<file path="config.mk">
export PLATFORM = sky130hd
export DESIGN_NAME = mem_arbiter_flat
export DESIGN_NICKNAME = d
export VERILOG_FILES = /design/src/rtl/mem_arbiter_if.sv /design/src/rtl/mem_arbiter.sv /design/src/flat_wrapper.sv
export SDC_FILE = /design/constraint.sdc
export NUM_CORES = 1
export LEC_CHECK = 0
export ABC_CLOCK_PERIOD_IN_PS = 7300
export CAP_MARGIN = 10
export CORE_UTILIZATION = 54
export DETAILED_ROUTE_END_ITERATION = 10
export PLACE_DENSITY = 0.93
export SETUP_SLACK_MARGIN = 0.2
export SYNTH_ARGS = -nofsm -noshare
export SYNTH_HDL_FRONTEND = slang
export SYNTH_SLANG_ARGS = --single-unit
</file>
<file path="constraint.sdc">
create_clock -name clk -period 7.3 [get_ports clk]
set_input_delay 1.095 -clock clk [delete_from_list [all_inputs] [get_ports clk]]
set_output_delay 1.095 -clock clk [all_outputs]
set_load 0.05 [all_outputs]
</file>
<file path="src/rtl/mem_arbiter_if.sv">
// mem_arbiter_if: CPU-side request/ack ports and RAM-side word port of the memory arbiter.
// slave  = the arbiter's view; master = the CPU pipeline plus block RAM side.
interface mem_arbiter_if #(
    parameter int ADDR_W = 14
) ();
    // instruction fetch port (read-only)
    logic              if_req;
    logic [ADDR_W-1:0] if_addr;
    logic              if_ack;
    logic [31:0]       if_rdata;

    // data port (read/write, word or byte)
    logic              d_req;
    logic              d_we;
    logic              d_size;
    logic [ADDR_W-1:0] d_addr;
    logic [31:0]       d_wdata;
    logic              d_ack;
    logic [31:0]       d_rdata;

    // single-port synchronous RAM, word addressed
    logic [ADDR_W-3:0] ram_addr;
    logic              ram_we;
    logic [31:0]       ram_wdata;
    logic [31:0]       ram_rdata;

    logic              busy;

    modport slave (
        input  if_req, if_addr,
        output if_ack, if_rdata,
        input  d_req, d_we, d_size, d_addr, d_wdata,
        output d_ack, d_rdata,
        output ram_addr, ram_we, ram_wdata,
        input  ram_rdata,
        output busy
    );

    modport master (
        output if_req, if_addr,
        input  if_ack, if_rdata,
        output d_req, d_we, d_size, d_addr, d_wdata,
        input  d_ack, d_rdata,
        input  ram_addr, ram_we, ram_wdata,
        output ram_rdata,
        input  busy
    );
endinterface

</file>
<file path="src/rtl/mem_arbiter.sv">
// mem_arbiter: shares one single-port synchronous RAM (1-cycle read latency) between
// instruction fetch (IF) and data (D) requesters. Unaligned word accesses become two RAM
// word cycles; byte and unaligned stores use read-modify-write. Little-endian.
// Optional feature: define MEM_ARB_RR_EN for round-robin arbitration; otherwise D always
// wins over IF (fixed priority).
// RAM address/write controls are driven combinationally so that a read issued in a state
// returns its data in the very next state.
module mem_arbiter #(
    parameter int ADDR_W = 14,
    parameter int DATA_W = 32
) (
    input  logic         clk,
    input  logic         rst,
    mem_arbiter_if.slave bus
);
    localparam int WA_W = ADDR_W - 2;

    typedef enum logic [2:0] {IDLE, RD_LO, RD_HI, WR_HI, DONE} state_t;

    state_t              state_q, state_d;
    logic                sel_d_q, sel_d_d;      // latched winner: 1 = D, 0 = IF
    logic                we_q, we_d;
    logic                byte_q, byte_d;
    logic [1:0]          off_q, off_d;
    logic [WA_W-1:0]     wlo_q, wlo_d;
    logic [DATA_W-1:0]   wdata_q, wdata_d;
    logic [DATA_W-1:0]   lo_q, lo_d;
    logic [DATA_W-1:0]   hi_q, hi_d;            // RAM hi word, or merged hi for stores
    logic                if_ack_q, if_ack_d;
    logic                d_ack_q, d_ack_d;
    logic [DATA_W-1:0]   if_rdata_q, if_rdata_d;
    logic [DATA_W-1:0]   d_rdata_q, d_rdata_d;
`ifdef MEM_ARB_RR_EN
    logic                last_if_q, last_if_d;  // 1 = IF was granted last
`endif

    logic                grant_d, grant_if;
    logic                req_we, req_byte;
    logic [ADDR_W-1:0]   req_addr;
    logic                unaligned;
    logic [DATA_W-1:0]   rd_word;
    logic [2*DATA_W-1:0] wr_merge;

    // Read result: C[8*off +: 32] for words, zero-extended C[8*off +: 8] for bytes.
    function automatic logic [DATA_W-1:0] merge_read(input logic [2*DATA_W-1:0] c,
                                                     input logic [1:0] off,
                                                     input logic is_byte);
        logic [2*DATA_W-1:0] sh;
        sh = c >> {off, 3'b000};
        return is_byte ? {{(DATA_W-8){1'b0}}, sh[7:0]} : sh[DATA_W-1:0];
    endfunction

    // Store merge: replace C[8*off +: 32] (word) or C[8*off +: 8] (byte) with write data.
    function automatic logic [2*DATA_W-1:0] merge_write(input logic [2*DATA_W-1:0] c,
                                                        input logic [DATA_W-1:0] wd,
                                                        input logic [1:0] off,
                                                        input logic is_byte);
        logic [2*DATA_W-1:0] mask;
        logic [2*DATA_W-1:0] data;
        mask = is_byte ? {{(2*DATA_W-8){1'b0}}, 8'hFF}
                       : {{DATA_W{1'b0}}, {DATA_W{1'b1}}};
        mask = mask << {off, 3'b000};
        data = {{DATA_W{1'b0}}, wd} << {off, 3'b000};
        return (c & ~mask) | (data & mask);
    endfunction

    // Arbitration: D over IF, or alternate on a tie when round-robin is enabled.
    always_comb begin
        grant_d = bus.d_req;
`ifdef MEM_ARB_RR_EN
        if (bus.d_req && bus.if_req) begin
            grant_d = last_if_q;
        end
`endif
        grant_if = bus.if_req && !grant_d;
        req_we   = grant_d ? bus.d_we   : 1'b0;
        req_byte = grant_d ? bus.d_size : 1'b0;
        req_addr = grant_d ? bus.d_addr : bus.if_addr;
    end

    // Next-state, request latching, RAM controls and registered acknowledges.
    always_comb begin
        // NOTE: every signal gets a default before the case; a missed branch would otherwise infer a latch.
        state_d       = state_q;
        sel_d_d       = sel_d_q;
        we_d          = we_q;
        byte_d        = byte_q;
        off_d         = off_q;
        wlo_d         = wlo_q;
        wdata_d       = wdata_q;
        lo_d          = lo_q;
        hi_d          = hi_q;
        if_ack_d      = 1'b0;
        d_ack_d       = 1'b0;
        if_rdata_d    = if_rdata_q;
        d_rdata_d     = d_rdata_q;
`ifdef MEM_ARB_RR_EN
        last_if_d     = last_if_q;
`endif
        bus.ram_addr  = '0;
        bus.ram_we    = 1'b0;
        bus.ram_wdata = '0;
        unaligned     = !byte_q && (off_q != 2'd0);
        rd_word       = '0;
        wr_merge      = '0;

        case (state_q)
            IDLE: begin
                if (grant_d || grant_if) begin
                    sel_d_d = grant_d;
                    we_d    = req_we;
                    byte_d  = req_byte;
                    off_d   = req_addr[1:0];
                    wlo_d   = req_addr[ADDR_W-1:2];
                    wdata_d = bus.d_wdata;
`ifdef MEM_ARB_RR_EN
                    last_if_d = grant_if;
`endif
                    bus.ram_addr = req_addr[ADDR_W-1:2];
                    if (req_we && !req_byte && (req_addr[1:0] == 2'd0)) begin
                        bus.ram_we    = 1'b1;
                        bus.ram_wdata = bus.d_wdata;
                        d_ack_d       = grant_d;
                        if_ack_d      = !grant_d;
                        state_d       = DONE;
                    end else begin
                        state_d = RD_LO;
                    end
                end
            end

            RD_LO: begin
                lo_d     = bus.ram_rdata;
                rd_word  = merge_read({hi_q, bus.ram_rdata}, off_q, byte_q);
                wr_merge = merge_write({hi_q, bus.ram_rdata}, wdata_q, off_q, byte_q);
                if (!we_q && !unaligned) begin
                    d_ack_d    = sel_d_q;
                    if_ack_d   = !sel_d_q;
                    if (sel_d_q) d_rdata_d = rd_word;
                    else         if_rdata_d = rd_word;
                    state_d    = IDLE;
                end else if (we_q && byte_q) begin
                    bus.ram_we    = 1'b1;
                    bus.ram_addr  = wlo_q;
                    bus.ram_wdata = wr_merge[DATA_W-1:0];
                    d_ack_d       = sel_d_q;
                    if_ack_d      = !sel_d_q;
                    state_d       = DONE;
                end else begin
                    bus.ram_addr = wlo_q + WA_W'(1);
                    state_d      = RD_HI;
                end
            end

            RD_HI: begin
                hi_d     = bus.ram_rdata;
                rd_word  = merge_read({bus.ram_rdata, lo_q}, off_q, byte_q);
                wr_merge = merge_write({bus.ram_rdata, lo_q}, wdata_q, off_q, byte_q);
                if (!we_q) begin
                    d_ack_d  = sel_d_q;
                    if_ack_d = !sel_d_q;
                    if (sel_d_q) d_rdata_d = rd_word;
                    else         if_rdata_d = rd_word;
                    state_d  = IDLE;
                end else begin
                    bus.ram_we    = 1'b1;
                    bus.ram_addr  = wlo_q;
                    bus.ram_wdata = wr_merge[DATA_W-1:0];
                    hi_d          = wr_merge[2*DATA_W-1:DATA_W];
                    state_d       = WR_HI;
                end
            end

            WR_HI: begin
                bus.ram_we    = 1'b1;
                bus.ram_addr  = wlo_q + WA_W'(1);
                bus.ram_wdata = hi_q;
                d_ack_d       = sel_d_q;
                if_ack_d      = !sel_d_q;
                state_d       = DONE;
            end

            DONE: begin
                state_d = IDLE;
            end

            default: begin
                state_d = IDLE;
            end
        endcase

        // Reset aborts the access at once; the RAM must not see a write while it is held.
        if (rst) begin
            bus.ram_we    = 1'b0;
            bus.ram_addr  = '0;
            bus.ram_wdata = '0;
        end
    end

    // State and datapath registers.
    always_ff @(posedge clk or posedge rst) begin
        if (rst) begin
            state_q    <= IDLE;
            sel_d_q    <= 1'b0;
            we_q       <= 1'b0;
            byte_q     <= 1'b0;
            off_q      <= 2'd0;
            wlo_q      <= '0;
            wdata_q    <= '0;
            lo_q       <= '0;
            hi_q       <= '0;
            if_ack_q   <= 1'b0;
            d_ack_q    <= 1'b0;
            if_rdata_q <= '0;
            d_rdata_q  <= '0;
`ifdef MEM_ARB_RR_EN
            last_if_q  <= 1'b1;   // favour D on the first tie
`endif
        end else begin
            // NOTE: non-blocking assignments so every flop samples pre-edge values.
            state_q    <= state_d;
            sel_d_q    <= sel_d_d;
            we_q       <= we_d;
            byte_q     <= byte_d;
            off_q      <= off_d;
            wlo_q      <= wlo_d;
            wdata_q    <= wdata_d;
            lo_q       <= lo_d;
            hi_q       <= hi_d;
            if_ack_q   <= if_ack_d;
            d_ack_q    <= d_ack_d;
            if_rdata_q <= if_rdata_d;
            d_rdata_q  <= d_rdata_d;
`ifdef MEM_ARB_RR_EN
            last_if_q  <= last_if_d;
`endif
        end
    end

    assign bus.if_ack   = if_ack_q;
    assign bus.d_ack    = d_ack_q;
    assign bus.if_rdata = if_rdata_q;
    assign bus.d_rdata  = d_rdata_q;
    assign bus.busy     = (state_q != IDLE);

endmodule
</file>
<file path="src/flat_wrapper.sv">
// flat-port wrapper written by rule: the top's interface ports become plain ports
module mem_arbiter_flat 
#(
    parameter int ADDR_W = 14,
    parameter int DATA_W = 32
)
  (clk, rst, bus_if_req, bus_if_addr, bus_if_ack, bus_if_rdata, bus_d_req, bus_d_we, bus_d_size, bus_d_addr, bus_d_wdata, bus_d_ack, bus_d_rdata, bus_ram_addr, bus_ram_we, bus_ram_wdata, bus_ram_rdata, bus_busy);
  mem_arbiter_if #(.ADDR_W(ADDR_W)) bus_i ();
  input  logic clk;
  input  logic rst;
  input wire logic [$bits(bus_i.if_req)-1:0] bus_if_req;
  input wire logic [$bits(bus_i.if_addr)-1:0] bus_if_addr;
  output wire logic [$bits(bus_i.if_ack)-1:0] bus_if_ack;
  output wire logic [$bits(bus_i.if_rdata)-1:0] bus_if_rdata;
  input wire logic [$bits(bus_i.d_req)-1:0] bus_d_req;
  input wire logic [$bits(bus_i.d_we)-1:0] bus_d_we;
  input wire logic [$bits(bus_i.d_size)-1:0] bus_d_size;
  input wire logic [$bits(bus_i.d_addr)-1:0] bus_d_addr;
  input wire logic [$bits(bus_i.d_wdata)-1:0] bus_d_wdata;
  output wire logic [$bits(bus_i.d_ack)-1:0] bus_d_ack;
  output wire logic [$bits(bus_i.d_rdata)-1:0] bus_d_rdata;
  output wire logic [$bits(bus_i.ram_addr)-1:0] bus_ram_addr;
  output wire logic [$bits(bus_i.ram_we)-1:0] bus_ram_we;
  output wire logic [$bits(bus_i.ram_wdata)-1:0] bus_ram_wdata;
  input wire logic [$bits(bus_i.ram_rdata)-1:0] bus_ram_rdata;
  output wire logic [$bits(bus_i.busy)-1:0] bus_busy;
  assign bus_i.if_req = bus_if_req;
  assign bus_i.if_addr = bus_if_addr;
  assign bus_if_ack = bus_i.if_ack;
  assign bus_if_rdata = bus_i.if_rdata;
  assign bus_i.d_req = bus_d_req;
  assign bus_i.d_we = bus_d_we;
  assign bus_i.d_size = bus_d_size;
  assign bus_i.d_addr = bus_d_addr;
  assign bus_i.d_wdata = bus_d_wdata;
  assign bus_d_ack = bus_i.d_ack;
  assign bus_d_rdata = bus_i.d_rdata;
  assign bus_ram_addr = bus_i.ram_addr;
  assign bus_ram_we = bus_i.ram_we;
  assign bus_ram_wdata = bus_i.ram_wdata;
  assign bus_i.ram_rdata = bus_ram_rdata;
  assign bus_busy = bus_i.busy;
  mem_arbiter #(.ADDR_W(ADDR_W), .DATA_W(DATA_W)) u_core (.clk(clk), .rst(rst), .bus(bus_i));
endmodule
</file>
==> metrics.cfg <==
[floorplan]
die-area_sq_mm=0.0219
die_w_um=148
floorplan.initialDensity_pct=54.9
ioPinCount=210
core_sq_mm=0.0210
rows=53
die_h_um=148

[synth]
yosysTopAreaCell=dfrtp_1
yosysUniqueCellTypes=59
syn_avg_cell_area_sq_um=10.4
synth_nets=1203
yosysTopAreaCellShare_pct=39.6
async_flop_share_pct=100
synth_cells=1104
synth_ff_type=dfrtp_1
ys_ff_latch=182
synth_area_sq_mm=0.0115
synth_warnings=0
ys_top_cells_by_area=dfrtp_1, mux4_2, mux2i_1, nand2_1, mux2_2
synth-edff-count=0
ys_seq_area_share_pct=39.6

[cts]
clock_latency_ps=450
root_buffer=clkbuf_16
cts_tree=yes
cts_hold_buf=0
cts_setup_buffers=0
cts_buffers=17
cts.clk_slew.worst_paths_ps=70
cts_resized=0
clock-sinks=182
cts_buffer_depth=2
htreeDepth=4

[detailed_routing]
routed_wl_mm=40.9
vias=10852
first_pass_iters=7
drcViolationCount=0
first_iter_violations=1565
drtAntennaViolNets=0
viasPerCell=7.04
wl_per_cell_um=26.6

[setup_path]
crit_path_end_kind=output port
critPathLaunchType=primary input
critPathKind=primary input to output port
crit_arrival_ps=4560
cp_data_required_time_ps=6200
cp-startpoint=bus_d_req
worstReg2RegStart=u_core.state_q[2]$_DFFE_PP0P_
path_max_fanout=38

[run]
drv_cap=0

[power_and_ir_drop]
internal-power_mw=3.68
combPwrFrac_pct=55.9
power_density_mw_per_mm2=510
p_sw_share_pct=49.5
pwr-share-clk_pct=13.2
leakage_nw=5.76
seqPwrFrac_pct=30.9
power_switching_mw=3.61
power_mw=7.29
ir_drop_v=0.000224

[sta]
setup_tns_ps=0
clock_skew_ps=11.0
rsz0062_at_grt=false
worst_pin_slew_ps=1220
max_freq_mhz=177
slew_viol_final=0
hold_violations=0
finalSetupViolCount=0
relSlewSlack_pct=18.9
fin_ws_ps=1650
finalCritPeriodShare_pct=77.4
finalCriticalPeriod_ps=5650

[finish]
finalCoreUtilization_pct=68.2
num_antenna_cells=0
syn_to_final_growth_pct=24.3
final_cell_mix=clkdlybuf4s50_1, nand2_1, dfrtp_1, mux2i_1, mux2_2
stdcell_area_sq_mm=0.0143
fillCellCount=1548
final_common_cell=clkdlybuf4s50_1
drive_gt1_share_pct=16.1
nets=1352

[worst_hold_path]
holdCritPathClass=flop to flop
holdCritStartpoint=u_core.bus.if_rdata[13]$_DFFE_PP0P_

[grt]
grt_use_total_pct=38.4
grt_max_degree=111
grt_overflow=0
grt_pass1_wl_mm=62.7
antenna_found_initial=0
grt_pass1_vias=10218

[placed_design]
dpl.hpwl_mm=29.0
gp_congestion=0.998
dp_slack_ps=1770
placed_cell_area_sq_mm=0.0137
portBuffers=209

[outcome]
status=complete, no violations

## worst max-delay path, cell delays in order
cell and delay (ps):
clkdlybuf4s50_1 470, buf_4 300, nor2_1 200, nor2_4 720
buf_4 480, a32oi_1 190, a31oi_1 220, clkdlybuf4s50_1 860
## cells in the mapped netlist, drive strengths merged, types with 14 or more instances
cell type    n
nand2      203
dfrtp      182
mux2i       79
mux2        66
mux4        64
a21oi       62
o21ai       61
buf         50
clkbuf      50
a32oi       39
a32o        25
nor2        23
nand3       22
o2bb2ai     19
a22o        18
a31oi       18
o22ai       14
## final cells by class
type	instances	area, sq um	share of cell area (%)
inverters	8	35.0	0.245
multi-input cells	814	6500	45.4
well taps	275	344	2.41
flip-flops and latches	182	4560	31.9
clock buffers	18	439	3.07
repair buffers	230	2260	15.8
clock inverters	14	165	1.15
## state kept, by name (all words and copies together) (netlist names), 2 cells and up
name / flops
u_core.bus.d_rdata: 32
u_core.bus.if_rdata: 32
u_core.hi_q: 32
u_core.lo_q: 32
u_core.off_q: 2
u_core.state_q: 3
u_core.wdata_q: 32
u_core.wlo_q: 12
## path summary, 6_finish.rpt
kind / to / slack, ps / cells past startpoint
worst max-delay path: bus_ram_wdata[16] / 1650 / 8
worst min-delay path: u_core.bus.if_rdata[13]$_DFFE_PP0P_ / 490 / 1
worst max register to register: u_core.bus.d_rdata[0]$_DFFE_PP0P_ / 3900 / 5
worst min register to register: u_core.bus.if_rdata[13]$_DFFE_PP0P_ / 490 / 1
max in group asynchronous: u_core.hi_q[12]$_DFFE_PP0P_ / 4440 / 3
min in group asynchronous: u_core.wlo_q[7]$_DFFE_PP0P_ / 1320 / 2
## kinds of logic after synthesis
| group | count (synthesis) | share of synthesized area, % |
|---|---|---|
| compound gates | 298 | 18.1 |
| xor+xnor | 1 | 0.0762 |
| fa+ha+maj | 1 | 0.109 |
| buf+inv | 108 | 4.38 |
| flops | 182 | 39.6 |
| mux | 209 | 25.9 |
| simple gates | 305 | 11.8 |
## power by group through the flow
| stage | clock network [mW] | logic [mW] | registers, mW |
|---|---|---|---|
| after floorplan | 0 | 2.51 | 2.38 |
| after global placement | 0 | 3.87 | 2.17 |
| after detailed placement | 0 | 3.98 | 2.20 |
| final | 0.965 | 4.07 | 2.25 |
| after global routing | 1.01 | 4.30 | 2.27 |
| after CTS | 0.966 | 4.01 | 2.19 |
## metrics by stage
| step | hold slack (ps) | instances |
|---|---|---|
| 2_1_floorplan | 446 | 1104 |
| 3_3_place_gp | 473 | 1506 |
| 3_5_place_dp | 473 | 1506 |
| 4_1_cts | 493 | 1538 |
| 5_1_grt | 503 | 1541 |
| 6_report | 493 | 1541 |
## per-layer routing
metal / GRT usage, % / up-vias / part of all wire (%)
met5: 2.05 / - / 0.15
met4: 17.8 / 2 / 5.1
met3: 13.0 / 153 / 15
met2: 56.0 / 948 / 43
met1: 51.5 / 5245 / 37
li1: - / 4504 / -
(Power assumes the default switching activity.)
